## src/rtl/uart_reg_bridge.sv

```systemverilog
// Host register bridge: decodes UART command/data bytes into register accesses,
// forwards assembled ECG samples and returns buffered R-peak sample numbers.
module uart_reg_bridge #(
  parameter int DATA_WIDTH = 11,
  parameter int CTR_WIDTH  = 22,
  parameter int FIFO_DEPTH = 16
) (
  input  logic                  clk,
  input  logic                  rst_n,
  input  logic [7:0]            rx_data,
  input  logic                  rx_data_valid,
  output logic [7:0]            tx_data,
  output logic                  tx_data_valid,
  input  logic                  tx_ready,
  output logic [DATA_WIDTH-1:0] sample_out,
  output logic                  sample_valid,
  input  logic [CTR_WIDTH-1:0]  rpeak_loc,
  input  logic                  rpeak_valid,
  output logic                  alg_enable
);

  localparam int PTR_W = $clog2(FIFO_DEPTH);
  localparam logic [PTR_W:0] DEPTH_C = (PTR_W+1)'(FIFO_DEPTH);

  localparam logic [2:0] A_SR    = 3'd0;
  localparam logic [2:0] A_CR    = 3'd1;
  localparam logic [2:0] A_DINL  = 3'd2;
  localparam logic [2:0] A_DINH  = 3'd3;
  localparam logic [2:0] A_DOUTL = 3'd4;
  localparam logic [2:0] A_DOUTM = 3'd5;
  localparam logic [2:0] A_DOUTH = 3'd6;

  typedef enum logic [1:0] {
    IDLE    = 2'd0,
    WR_DATA = 2'd1,
    RD_RESP = 2'd2
  } state_t;

  state_t state, state_nxt;

  logic [2:0]           addr;
  logic                 cmd_ok, wr_strobe, rd_cmd;
  logic [2:0]           rd_addr;
  logic [7:0]           rd_mux;

  logic [7:0]           dinl;
  logic                 din_pending;
  logic                 overflow;
  logic [23:0]          shadow;
  logic                 shadow_valid;

  logic [CTR_WIDTH-1:0] mem [FIFO_DEPTH];
  logic [PTR_W-1:0]     wr_ptr, rd_ptr;
  logic [PTR_W:0]       count;
  logic                 empty, full;
  logic [23:0]          head_ext;

  logic                 fifo_clear, sr_rd, doutl_rd, douth_rd;
  logic                 push, pop, ovf_evt;

  function automatic logic [DATA_WIDTH-1:0] assemble(input logic [7:0] hi,
                                                      input logic [7:0] lo);
    return DATA_WIDTH'({hi, lo});
  endfunction

  // Byte decode
  assign cmd_ok    = (state == IDLE) && rx_data_valid && (rx_data[7:4] == 4'h0);
  assign rd_cmd    = cmd_ok && !rx_data[0];
  assign rd_addr   = rx_data[3:1];
  assign wr_strobe = (state == WR_DATA) && rx_data_valid;

  assign fifo_clear = wr_strobe && (addr == A_CR) && rx_data[0];
  assign sr_rd      = rd_cmd && (rd_addr == A_SR);
  assign doutl_rd   = rd_cmd && (rd_addr == A_DOUTL);
  assign douth_rd   = rd_cmd && (rd_addr == A_DOUTH);

  assign empty = (count == '0);
  assign full  = (count == DEPTH_C);

  // A pop frees a slot in the same edge, so a push into a full FIFO still lands
  assign pop     = douth_rd && shadow_valid && !empty;
  assign push    = rpeak_valid && (!full || pop) && !fifo_clear;
  assign ovf_evt = rpeak_valid && full && !pop && !fifo_clear;

  always_comb begin
    head_ext = '0;
    if (!empty) head_ext[CTR_WIDTH-1:0] = mem[rd_ptr];
  end

  always_comb begin
    rd_mux = 8'h00;
    case (rd_addr)
      A_SR:    rd_mux = {4'h0, din_pending, overflow, full, empty};
      A_CR:    rd_mux = {6'h00, alg_enable, 1'b0};
      A_DOUTL: rd_mux = head_ext[7:0];
      A_DOUTM: rd_mux = shadow[15:8];
      A_DOUTH: rd_mux = shadow[23:16];
      default: rd_mux = 8'h00;
    endcase
  end

  // FSM: state register
  always_ff @(posedge clk) begin
    if (!rst_n) begin
      state <= IDLE;
      addr  <= 3'd0;
    end else begin
      state <= state_nxt;
      if (cmd_ok) addr <= rx_data[3:1];
    end
  end

  // FSM: next state
  always_comb begin
    state_nxt = state;
    case (state)
      IDLE:    if (cmd_ok) state_nxt = rx_data[0] ? WR_DATA : RD_RESP;
      WR_DATA: if (rx_data_valid) state_nxt = IDLE;
      RD_RESP: if (tx_ready) state_nxt = IDLE;
      default: state_nxt = IDLE;
    endcase
  end

  // FSM: outputs; a response pending while reset is held is never strobed
  always_comb begin
    tx_data_valid = 1'b0;
    if (rst_n && (state == RD_RESP) && tx_ready) tx_data_valid = 1'b1;
  end

  // Read response is frozen at command time
  always_ff @(posedge clk) begin
    if (!rst_n) tx_data <= 8'h00;
    else if (rd_cmd) tx_data <= rd_mux;
  end

  // Control and sample registers
  always_ff @(posedge clk) begin
    if (!rst_n) begin
      alg_enable   <= 1'b0;
      dinl         <= 8'h00;
      din_pending  <= 1'b0;
      sample_out   <= '0;
      sample_valid <= 1'b0;
    end else begin
      sample_valid <= 1'b0;
      if (wr_strobe) begin
        case (addr)
          A_CR:   alg_enable <= rx_data[1];
          A_DINL: begin
            dinl        <= rx_data;
            din_pending <= 1'b1;
          end
          A_DINH: begin
            din_pending <= 1'b0;
            if (alg_enable) begin
              sample_out   <= assemble(rx_data, dinl);
              sample_valid <= 1'b1;
            end
          end
          default: ;
        endcase
      end
    end
  end

  // Overflow flag: a new overflow outranks the clearing SR read
  always_ff @(posedge clk) begin
    if (!rst_n || fifo_clear) overflow <= 1'b0;
    else if (ovf_evt)         overflow <= 1'b1;
    else if (sr_rd)           overflow <= 1'b0;
  end

  // DOUT shadow
  always_ff @(posedge clk) begin
    if (!rst_n || fifo_clear) begin
      shadow       <= 24'h0;
      shadow_valid <= 1'b0;
    end else if (doutl_rd) begin
      shadow       <= head_ext;
      shadow_valid <= !empty;
    end else if (pop) begin
      shadow_valid <= 1'b0;
    end
  end

  // Result FIFO pointers and occupancy
  always_ff @(posedge clk) begin
    if (!rst_n || fifo_clear) begin
      wr_ptr <= '0;
      rd_ptr <= '0;
      count  <= '0;
    end else begin
      if (push) wr_ptr <= wr_ptr + 1'b1;
      if (pop)  rd_ptr <= rd_ptr + 1'b1;
      case ({push, pop})
        2'b10:   count <= count + 1'b1;
        2'b01:   count <= count - 1'b1;
        default: count <= count;
      endcase
    end
  end

  always_ff @(posedge clk) begin
    if (push) mem[wr_ptr] <= rpeak_loc;
  end

endmodule
```

## config.mk

```make
export PLATFORM = sky130hd
export DESIGN_NAME = uart_reg_bridge
export DESIGN_NICKNAME = d
export VERILOG_FILES = /design/src/rtl/uart_reg_bridge.sv
export SDC_FILE = /design/constraint.sdc
export NUM_CORES = 1
export LEC_CHECK = 0
export CAP_MARGIN = 20
export CELL_PAD_IN_SITES_DETAIL_PLACEMENT = 1
export CELL_PAD_IN_SITES_GLOBAL_PLACEMENT = 2
export CORE_ASPECT_RATIO = 0.6
export CORE_MARGIN = 1
export CORE_UTILIZATION = 51
export CTS_BUF_LIST = sky130_fd_sc_hd__clkbuf_4
export DETAILED_ROUTE_END_ITERATION = 6
export DONT_BUFFER_PORTS = 1
export GPL_TIMING_DRIVEN = 1
export HOLD_SLACK_MARGIN = 0.02
export PLACE_DENSITY = 0.92
export SYNTH_ARGS = -nofsm -noshare
export SYNTH_HDL_FRONTEND = slang
export SYNTH_SLANG_ARGS = --single-unit
```

## constraint.sdc

```tcl
create_clock -name clk -period 5.05 [get_ports clk]
set_input_delay 0.505 -clock clk [delete_from_list [all_inputs] [get_ports clk]]
set_output_delay 0.505 -clock clk [all_outputs]
set_load 0.03 [all_outputs]
```

== Yosys cells after proc, flatten, opt, wreduce, memory -nomap -nowiden ==
Memories as Yosys holds them, arrays and structs flattened. A register that Yosys moved wholly into a read port is not among the register bits.
Cells that the tools add are included.

* Logic and storage cells: 93
* Bits in writable memories: 352
* Memories kept: 1
* Register bits: 72
* Output and inout bits: 22
* Input bits: 35

* Eq/ne operators: 15
* Reduce and logical (&&, ||, !) cells: 40
* Add/sub/neg operators: 4
* Mux-type cells: 19

{| class="wikitable"
|+ Memory list
! memory !! depth !! width !! read ports !! clocked after Yosys merged registers in !! write ports !! line !! RTL
|-
| mem || 16 || 22 || 1 || 1 || 1 || 52 || <nowiki>logic [CTR_WIDTH-1:0] mem [FIFO_DEPTH];</nowiki>
|}

{| class="wikitable"
|+ Operator list
! kind !! number
|-
| $pmux W8 S5 || 1
|-
| $mux W22 || 1
|-
| $logic_and A1 B1 Y1 || 18
|-
| $pmux W5 S2 || 1
|-
| $eq A3 B3 Y1 const B || 3
|-
| $reduce_and A3 Y1 || 3
|-
| $add A4 B1 Y4 const B || 2
|-
| $mux W1 || 8
|-
| $mux W2 || 4
|-
| $mux W4 || 2
|-
| $reduce_bool A2 Y1 || 4
|-
| $eq A3 B1 Y1 const B || 2
|-
| $eq A3 B2 Y1 const B || 2
|-
| $logic_not A1 Y1 || 6
|-
| $ne A2 B2 Y1 const B || 3
|-
| $pmux W2 S3 || 1
|-
| $reduce_and A2 Y1 || 3
|-
| $add A5 B1 Y5 const B || 1
|-
| $eq A5 B5 Y1 const B || 1
|-
| $logic_not A5 Y1 || 1
|-
| $sub A5 B1 Y5 const B || 1
|-
| $eq A2 B1 Y1 const B || 2
|-
| $eq A2 B2 Y1 const B || 2
|-
| $logic_not A4 Y1 || 1
|-
| other kinds (4) || 5
|}

== Logic depth before layout (Yosys ltp) ==
Gate-level depths: netlist of run 1.

* Depth in word-level cells: 12
* Depth in mapped cells: 14
* Depth with buffers taken out: 12

== Worst setup path after synthesis of run 1 ==
Ideal clock, no wire load.

* Path kind: input to register
* Start: input port rx_data[7]
* End: memory mem[0][0] (enable)
* Arrival: 3.284 ns
* Slack: 1.337 ns
* Stages: 5
* Setup time: 0.429 ns
* Buffers on the path: 0
* Cell sequence: or4b_4 > nor2_1 > a31o_2 > nand3_1 > nor3_1

* Word-level cells in the longest chain between the ends: 11

{| class="wikitable"
|+ RTL lines
! what !! line !! RTL
|-
| start: declaration || 10 || <nowiki>input logic [7:0] rx_data,</nowiki>
|-
| $logic_not A4 Y1 || 67 || <nowiki>assign cmd_ok = (state == IDLE) && rx_data_valid && (rx_data[7:4] == 4'h0);</nowiki>
|-
| $logic_and A1 B1 Y1 || 67 ||
|-
| $logic_and A1 B1 Y1 || 68 || <nowiki>assign rd_cmd = cmd_ok && !rx_data[0];</nowiki>
|-
| $logic_and A1 B1 Y1 || 75 || <nowiki>assign douth_rd = rd_cmd && (rd_addr == A_DOUTH);</nowiki>
|-
| $logic_and A1 B1 Y1 (2 in series) || 81 || <nowiki>assign pop = douth_rd && shadow_valid && !empty;</nowiki>
|-
| $logic_or A1 B1 Y1 || 82 || <nowiki>assign push = rpeak_valid && (!full || pop) && !fifo_clear;</nowiki>
|-
| $logic_and A1 B1 Y1 (2 in series) || 82 ||
|-
| $mux W1 || 204 || <nowiki>if (push) mem[wr_ptr] <= rpeak_loc;</nowiki>
|-
| $mux W1 (implied by the code) || 204 ||
|-
| end: declaration || 52 ||
|}

No other way between the ends.

== Worst setup path in the final report of run 1 ==
* Start: register state[1]
* End: register count[4]

* Word-level cells in the longest chain between the ends: 12

{| class="wikitable"
|+ RTL lines
! what !! line !! RTL
|-
| start: declaration || 39 || <nowiki>state_t state, state_nxt;</nowiki>
|-
| start signal: assignment || 108 || <nowiki>state <= state_nxt;</nowiki>
|-
| $logic_not A2 Y1 || 67 ||
|-
| $logic_and A1 B1 Y1 (2 in series) || 67 ||
|-
| $logic_and A1 B1 Y1 || 68 ||
|-
| $logic_and A1 B1 Y1 || 75 ||
|-
| $logic_and A1 B1 Y1 (2 in series) || 81 ||
|-
| $logic_or A1 B1 Y1 || 82 ||
|-
| $logic_and A1 B1 Y1 (2 in series) || 82 ||
|-
| $eq A2 B1 Y1 or $eq A2 B2 Y1 (tied branches) || 195 || <nowiki>case ({push, pop})</nowiki>
|-
| $pmux W5 S2 or $reduce_bool A2 Y1 (tied branches) || n/a ||
|-
| end signal: assignment || 196 || <nowiki>2'b10: count <= count + 1'b1;</nowiki>
|-
| end signal: assignment || 197 || <nowiki>2'b01: count <= count - 1'b1;</nowiki>
|-
| end signal: assignment || 198 || <nowiki>default: count <= count;</nowiki>
|-
| end: declaration || 54 || <nowiki>logic [PTR_W:0] count;</nowiki>
|}

Parallel ways exist; a longest one is shown, timed or not.
A chain may end at the register's enable or synchronous reset.

==> impl_metrics.yaml, run 1 <==
clocking:
  insertion_delay_ns: 0.78
  cts_root_buffer: "clkbuf_4"
  cts_setup_buffers: 0
  clock_path_buffers: 3
  cts_tree: "yes"
  cts_sinks: 420
  numCtsBuffers: 92
  post_cts_resized: 0
  path_clk_slew_ns: 0.07
  htree_levels: 3
drt:
  viasPerCell: 6.09
  routed_wl_um: 41600
  drc: 12
  drt_first_iter_violations: 912
  wl_per_cell_um: 28.0
  drt-pass1-iter-count: 7
  drtAntennaViolNets: 0
  vias: 9045
yosys:
  syn_avg_cell_area_sq_um: 18.4
  synthCells: 890
  yosysSeqAreaShare: 0.728
  yosysUniqueCellTypes: 60
  post-synth-top-area-cell: "edfxtp_1"
  synth_ff_type: "edfxtp_1"
  synth_fp_nets: 933
  synthTopCellsByArea: "edfxtp_1 (64%), mux4_2 (12%), dfxtp_1 (8.3%), mux2i_1 (3.2%), a21oi_1 (1.2%)"
  synth_edf_count: 352
  ys_seq_elements: 420
  ys_warn_count: 0
  synthDominantCellAreaShare: 0.645
  postSynth.asyncResetShare: 0
  netlist_area_sq_um: 16400
place:
  placed_cells: 1280
  gp_congestion: 0.810
  post-dp-hpwl_um: 24200
  place_ws_ns: 1.01
  portBuffers: 0
timing:
  fin_tns_setup_ns: 0
  fin_skew_ns: 0.0305
  period_needed_ns: 3.59
  slew_violations: 0
  timing.final.ws_setup_ns: 1.46
  hold_violations: 0
  max_freq_mhz: 279
  worstMarginPinSlew_ns: 0.956
  post-route-period-util: 0.710
  finalSetupViolCount: 0
  slew_headroom: 0.359
  rsz0062_at_grt: "false"
critical_path:
  path_delay_family: "compound AO/OA/AOI/OAI gates"
  startpoint_type: "flip-flop"
  end_kind: "flip-flop"
  crit_buf_inv: 1
  cp_slowest_cell: "or4b_4"
  path_max_fanout: 7
  max_stage_delay_ns: 0.55
  critical_path_class: "reg -> reg"
  crit_arrival_ns: 4.21
  crit_required_ns: 5.67
  worstPathCellList: "or4b_4, nor2_1, buf_4, a31o_2, nand2_1, ha_1, xor2_1, ha_1, a21oi_1, o22ai_1, a222oi_1, or3_1, a21oi_1"
floorplanning:
  die_y_um: 141
  start_util: 0.522
  core-area_sq_um: 31400
  row_count: 50
  fp.dieW_um: 233
  io_pins: 57
  die_area_sq_um: 32900
final_layout:
  final_cell_mix: "edfxtp_1 (352), clkbuf_4 (138), mux4_2 (88), dfxtp_1 (65), mux2i_1 (52)"
  regArea_sq_um: 11900
  nFillCells: 2836
  syn_to_final_growth_pct: 13.1
  final_common_cell: "edfxtp_1"
  final_util: 0.590
  finalNetCount: 1040
  finalNonFillerCells: 1485
  drive_gt1_frac: 0.276
  multi_input_area_sq_um: 4250
pwr:
  peakVddDrop_mv: 0.276
  p_leak_uw: 0.00615
  powerDensity_nw_per_um2: 360
global_routing:
  grt_overflow: 0
  grt_start_max_net_pins: 58
  antenna_found_initial: 1
  grt_pass1_vias: 9588
  grt_pass1_wl_um: 61600
  grt_usage: 0.263
outcome:
  violations: "design-rule violations"
  status: "complete, but fails checks"
job:
  max_cap_violations: 0
hold_path:
  hp-class: "in -> reg"
==> flip-flops by register name, indices dropped and copies added, names as in the netlist, named ones only <==
signal and count:
alg_enable 1, addr 3, overflow 1, shadow_valid 1, rd_ptr 4, sample_valid 1
count 5, tx_data 8, shadow 14, wr_ptr 4, sample_out 11, state 2
din_pending 1, mem 352, dinl 8
==> stage by stage <==
| stage | power [uW] | hold WS [ns] | instance area (sq um) |
|---|---|---|---|
| after floorplan | 3970 | 0.437 | 16400 |
| after global placement | 4010 | 0.449 | 17000 |
| after detailed placement | 4020 | 0.467 | 17000 |
| after CTS | 6740 | 0.0336 | 18500 |
| after global routing | 6910 | 0.0449 | 18500 |
| final | 6680 | 0.0977 | 18500 |
==> final cells by class <==
cell class | instances | area share
diodes | 2 | 0.000270
clock buffers | 138 | 0.0559
clock inverters | 26 | 0.00823
inverters | 9 | 0.00182
multi-input cells | 408 | 0.229
flip-flops and latches | 420 | 0.644
well taps | 416 | 0.0281
repair buffers | 66 | 0.0324
==> worst min-delay path, stage by stage <==
cell	delay, ns
or4_4	0.17
mux2i_1	0.09
nor2_1	0.07
==> metal layers <==
layer | vias up | wire length, um | global-route usage
met3 | 56 | 3510 | 0.0761
met2 | 402 | 19200 | 0.388
met5 | - | 0 | 0
li1 | 3859 | - | -
met4 | 0 | 646 | 0.0687
met1 | 4728 | 18300 | 0.387
==> cell families (layout without fill, tap and decap cells) <==
group,after synthesis,in the layout,synth area share
AOI/OAI and AO/OA,118,118,0.0498
xor gates and xnor gates,8,8,0.00427
adders and majority gates,8,8,0.00611
buffers and inverters,62,239,0.0158
DFF,420,420,0.728
muxes,141,141,0.153
other,0,2,0
and+or+nand+nor,133,133,0.0428
==> repair_timing <==
| item | 4_1_cts | 5_1_grt |
|---|---|---|
| hold endpoints to repair | 382 | 0 |
| hold buffers | 38 | 0 |
| setup endpoints to repair | 0 | 0 |
==> power breakdown <==
| group | total [uW] | leakage, uW | internal [uW] | switching [uW] |
|---|---|---|---|---|
| sequential | 3810 | 0.00373 | 3790 | 16.0 |
| clock | 2670 | 0.000711 | 1350 | 1320 |
| combinational | 202 | 0.00171 | 67.6 | 134 |
==> cells in the mapped netlist, drive strengths merged, types with 2 or more instances <==
| cell type | number |
|---|---|
| and3 | 3 |
| a211oi | 22 |
| ha | 8 |
| xnor2 | 3 |
| o22a | 2 |
| o22ai | 2 |
| a221oi | 4 |
| a211o | 3 |
| mux4 | 88 |
| and2 | 18 |
| a31oi | 5 |
| edfxtp | 352 |
| nand4 | 2 |
| xor2 | 5 |
| a21o | 2 |
| or2 | 3 |
| a2bb2oi | 2 |
| clkbuf | 33 |
| inv | 9 |
| a22oi | 2 |
| nand2 | 12 |
| o21ai | 9 |
| mux2i | 52 |
| dfxtp | 68 |
| nand3 | 9 |
| nor3 | 9 |
| a22o | 16 |
| nor2 | 52 |
| a21oi | 40 |
| nand2b | 5 |
| or4 | 2 |
| buf | 20 |
| nor2b | 4 |
| or3 | 6 |
==> path summary, 6_finish.rpt <==
path	start	to	slack, ns	depth (start not counted)
worst min-delay path	rx_data[6]	addr[0]	0.1	3
worst max-delay path	state[1]	count[4]	1.46	13
worst max register to register	state[1]	count[4]	1.46	13
worst min register to register	shadow[13]	shadow[13]	0.50	1
Note: power is estimated with default switching activity, not from simulation.
==> run 2: changes to the inputs <==
--- a/config.mk
+++ b/config.mk
@@ -10,13 +10,13 @@
 export CELL_PAD_IN_SITES_GLOBAL_PLACEMENT = 2
 export CORE_ASPECT_RATIO = 0.6
 export CORE_MARGIN = 1
-export CORE_UTILIZATION = 51
+export CORE_UTILIZATION = 46
 export CTS_BUF_LIST = sky130_fd_sc_hd__clkbuf_4
 export DETAILED_ROUTE_END_ITERATION = 6
 export DONT_BUFFER_PORTS = 1
 export GPL_TIMING_DRIVEN = 1
 export HOLD_SLACK_MARGIN = 0.02
-export PLACE_DENSITY = 0.92
+export PLACE_DENSITY = 0.88
 export SYNTH_ARGS = -nofsm -noshare
 export SYNTH_HDL_FRONTEND = slang
 export SYNTH_SLANG_ARGS = --single-unit
==> constraint.sdc (replaced) <==
create_clock -name clk -period 3 [get_ports clk]
set_input_delay 0.3 -clock clk [delete_from_list [all_inputs] [get_ports clk]]
set_output_delay 0.3 -clock clk [all_outputs]
set_load 0.03 [all_outputs]
==> impl_metrics.yaml, run 2 (same netlist as run 1, synthesis figures left out) <==
critical_path:
  r2r_start: "state[1]"
  path_max_fanout: 7
  end_kind: "flip-flop"
  rrSetupSlack_ns: 0.08
  critical_path_class: "reg -> reg"
  crit_arrival_ns: 3.64
  startpoint: "state[1]"
  worstRegToRegCells: 6
  r2r-end: "tx_data[4]"
  crit_required_ns: 3.72
  startpoint_type: "flip-flop"
  crit_path_end: "tx_data[4]"
clocking:
  htree_levels: 3
  clock_path_buffers: 3
  cts_sinks: 420
  cts_root_buffer: "clkbuf_4"
  numCtsBuffers: 92
  cts_tree: "yes"
  path_clk_slew_ns: 0.09
  insertion_delay_ns: 0.83
drt:
  viasPerCell: 5.96
  drc: 0
  drt-pass1-iter-count: 5
  drt_first_iter_violations: 815
  vias: 9249
  drtAntennaViolNets: 0
  wl_per_cell_um: 27.7
  routed_wl_um: 43100
job:
  max_cap_violations: 0
place:
  portBuffers: 0
  gp_congestion: 0.752
  post-dp-hpwl_um: 25600
global_routing:
  grt_pass1_wl_um: 63300
  grt_usage: 0.242
  grt_start_max_net_pins: 37
  grt_pass1_vias: 9727
  grt_overflow: 0
  antenna_found_initial: 5
timing:
  rsz0062_at_grt: "false"
  hold_violations: 0
  whs_ns: 0.0927
  period_needed_ns: 2.92
  fin_tns_setup_ns: 0
  worstMarginPinSlew_ns: 0.918
  max_freq_mhz: 342
  fin_skew_ns: 0.0649
  slew_violations: 0
  post-route-period-util: 0.974
  finalSetupViolCount: 0
  slew_headroom: 0.385
floorplanning:
  core-area_sq_um: 35000
  die_area_sq_um: 36400
  die_y_um: 148
  fp.dieW_um: 246
  start_util: 0.468
  row_count: 53
  io_pins: 57
final_layout:
  final_common_cell: "edfxtp_1"
  drive_gt1_frac: 0.294
  multi_input_area_sq_um: 4310
  final_cell_mix: "edfxtp_1 (352), clkbuf_4 (137), mux4_2 (88), dfxtp_1 (65), mux2i_1 (52)"
  nFillCells: 3227
  largest_registers: "mem (352), shadow (14), sample_out (11)"
  regArea_sq_um: 11900
  finalNetCount: 1060
  regMostFlops: "mem"
  syn_to_final_growth_pct: 16.2
  largest_reg_flops: 352
pwr:
  peakVddDrop_mv: 0.434
  p_leak_uw: 0.00628
  powerDensity_nw_per_um2: 597
outcome:
  status: "finished clean"
hold_path:
  hp-class: "in -> reg"
[run 2: what timing repair did]
| action | 4_1_cts | 5_1_grt |
|---|---|---|
| endpoints found under the hold margin | 406 | 2 |
| buffers inserted | 0 | 1 |
| hold buffers | 40 | 1 |
| setup endpoints to repair | 0 | 1 |
| gates resized for setup | 0 | 4 |
[run 2: cell type report]
| class | count | share of cell area |
|---|---|---|
| sequential | 420 | 0.627 |
| multi-input combinational | 408 | 0.226 |
| clock buffer | 137 | 0.0540 |
| timing repair buffer | 86 | 0.0511 |
| tap | 467 | 0.0307 |
| clock inverter | 22 | 0.00900 |
| inverter | 9 | 0.00177 |
| antenna | 4 | 0.000525 |
[run 2: worst min path at each step]
stage	startpoint	endpoint	slack (ns)	cells after the start
2_1_floorplan	rpeak_loc[0]	mem[0][0]	0.40	0
3_3_place_gp	rpeak_loc[7]	mem[2][7]	0.40	0
3_5_place_dp	rpeak_loc[2]	mem[11][2]	0.40	0
4_1_cts	rx_data[3]	tx_data[2]	0.02	4
5_1_grt	rx_data_valid	wr_ptr[1]	0.09	4
6_report	rx_data_valid	wr_ptr[1]	0.09	4
[run 2: where the power goes]
group          internal [uW]  switching (uW)  leakage (uW)  total, uW
Combinational            131             243       0.00184        375
Clock                   2340            2240      0.000709       4580
Sequential              6380            28.0       0.00373       6410
[run 2: per-layer routing]
layer | share of wire | global-route usage | vias to the layer above | wire length, um
li1 | - | - | 3897 | -
met5 | 0 | 0 | - | 0
met3 | 0.082 | 0.0738 | 52 | 3540
met4 | 0.013 | 0.0571 | 0 | 566
met1 | 0.45 | 0.353 | 4936 | 19400
met2 | 0.45 | 0.359 | 364 | 19500
[run 2: worst max-delay path: stages, from the launching register on]
cell,delay (ns)
dfxtp_1,0.32
or4b_4,0.56
or4_4,0.49
a211oi_4,0.29
dlygate4sd3_1,0.83
a21oi_1,0.10
a211oi_1,0.24
[run 2: stage by stage]
step                total power, uW  cells   util  setup slack, ns  instance area [sq um]
floorplan                      6690    890      -           0.0329                  16400
global placement               6780   1347  0.497           0.0691                  17400
detailed placement             6790   1347  0.497           0.0447                  17400
CTS                           11500   1546  0.543           0.0518                  19000
global route                  11800   1551  0.544           0.0166                  19000
finish                        11400   1553  0.544           0.0780                  19100
==> run 3: changes to the inputs <==
--- a/config.mk
+++ b/config.mk
@@ -20,3 +20,4 @@
 export SYNTH_ARGS = -nofsm -noshare
 export SYNTH_HDL_FRONTEND = slang
 export SYNTH_SLANG_ARGS = --single-unit
+export TNS_END_PERCENT = 5
==> impl_metrics.yaml, run 3 (same netlist as run 1, synthesis figures left out) <==
outcome:
  violations: "negative setup slack"
  status: "complete, but fails checks"
critical_path:
  worstRegToRegCells: 6
  end_kind: "flip-flop"
  startpoint_type: "flip-flop"
  crit_required_ns: 3.64
  r2r-end: "overflow"
  r2r_start: "state[1]"
  rrSetupSlack_ns: -0.05
  crit_path_end: "overflow"
  path_max_fanout: 19
  critical_path_class: "reg -> reg"
  crit_arrival_ns: 3.70
  startpoint: "state[1]"
pwr:
  powerDensity_nw_per_um2: 587
  peakVddDrop_mv: 0.373
  clkPwrFrac: 0.394
  pwr-share-seq: 0.571
  combinationalPowerShare: 0.034
  p_leak_uw: 0.00639
  p_switching_uw: 2490
  p_int_uw: 8730
  p_sw_frac: 0.222
drt:
  viasPerCell: 5.86
  drtAntennaViolNets: 0
  drt_first_iter_violations: 886
  wl_per_cell_um: 27.4
  dr_wl_met2_um: 19800
  detailroute.wirelength.met3_um: 3680
  routed_wl_um: 43100
  vias: 9206
  wl_met1_um: 19000
  drt-pass1-iter-count: 5
  drc: 0
  highest_layer: "met4"
clocking:
  numCtsBuffers: 93
  insertion_delay_ns: 0.80
  cts_root_buffer: "clkbuf_4"
  cts_tree: "yes"
  cts_setup_buffers: 0
  htree_levels: 3
  path_clk_slew_ns: 0.08
  clock_path_buffers: 3
  cts_sinks: 420
final_layout:
  drive_gt1_frac: 0.306
  finalNetCount: 1077
  final_util: 0.546
  largest_registers: "mem (352), shadow (14), sample_out (11)"
  final_cell_mix: "edfxtp_1 (352), clkbuf_4 (147), mux4_2 (88), dfxtp_1 (65), mux2i_1 (52)"
  final_common_cell: "edfxtp_1"
  largest_reg_flops: 352
  finalNonFillerCells: 1572
  regMostFlops: "mem"
  syn_to_final_growth_pct: 16.5
floorplanning:
  die_y_um: 148
  start_util: 0.468
  core-area_sq_um: 35000
  die_area_sq_um: 36400
  row_count: 53
  fp.dieW_um: 246
  io_pins: 57
timing:
  period_needed_ns: 3.05
  finalSetupViolCount: 2
  hold_violations: 0
  max_freq_mhz: 327
  slew_headroom: 0.337
  rsz0062_at_grt: "true"
  post-route-period-util: 1.02
  fin_skew_ns: 0.0733
  fin_tns_setup_ns: -0.0833
  timing.final.ws_setup_ns: -0.0547
  slew_violations: 0
  worstMarginPinSlew_ns: 0.989
place:
  placed_cells: 1362
  portBuffers: 0
  gp_congestion: 0.782
  place_ws_ns: -0.0315
  post-dp-hpwl_um: 25500
hold_path:
  hp-class: "in -> reg"
global_routing:
  grt_start_max_net_pins: 48
  grt_usage: 0.240
  grt_pass1_wl_um: 62600
  grt_overflow: 0
  antenna_found_initial: 1
  grt_pass1_vias: 9769
job:
  max_cap_violations: 0
[run 3: worst min-delay path by stage]
stage | startpoint | to | slack, ns | depth (start not counted)
floorplan | rpeak_loc[0] | mem[0][0] | 0.40 | 0
global placement | rpeak_loc[2] | mem[14][2] | 0.40 | 0
detailed placement | rpeak_loc[8] | mem[11][8] | 0.40 | 0
CTS | rpeak_valid | wr_ptr[3] | 0.05 | 3
global route | rpeak_valid | wr_ptr[3] | 0.11 | 3
finish | rx_data_valid | wr_ptr[1] | 0.12 | 4
[run 3: routing by layer]
layer	vias up	global-route usage
met2	401	0.362
met1	4799	0.346
li1	3956	-
met3	50	0.0695
met5	-	0
met4	0	0.0584
[run 3: critical path, cell delays in order, from the launching register on]
cell,delay [ns]
dfxtp_1,0.33
or4b_4,0.56
or2_2,0.51
o2111ai_1,0.28
dlygate4sd3_1,0.58
a21oi_1,0.06
dlygate4sd3_1,0.58
[run 3: layout make-up]
class                           count  area (sq um)
Multi-Input combinational cell    408          4290
Inverter                            9          33.8
Clock inverter                     18          72.6
Tap cell                          467           584
Sequential cell                   420         11900
Timing Repair Buffer              102          1080
Clock buffer                      147          1100
Antenna cell                        1          2.50
Fill cell                        3235         15900
[run 3: stage by stage]
step / hold slack (ns) / power [uW] / cell area (sq um)
2_1_floorplan: 0.399 / 6680 / 16400
3_3_place_gp: 0.399 / 6780 / 17500
3_5_place_dp: 0.400 / 6790 / 17500
4_1_cts: 0.0517 / 11300 / 19100
5_1_grt: 0.108 / 11600 / 19100
6_report: 0.125 / 11200 / 19100
[run 3: power by group through the flow]
| stage | sequential (uW) | combinational [uW] | clock, uW |
|---|---|---|---|
| after floorplan | 6530 | 154 | 0 |
| after global placement | 6530 | 252 | 0 |
| after detailed placement | 6530 | 261 | 0 |
| after CTS | 6400 | 376 | 4510 |
| after global routing | 6410 | 410 | 4750 |
| final | 6400 | 387 | 4420 |
[run 3: what timing repair did]
item,4_1_cts,5_1_grt
hold buffers,42,1
hold endpoints to repair,398,2
endpoints found under the setup margin,1,6
pin swaps,1,1
gates resized for setup,2,6
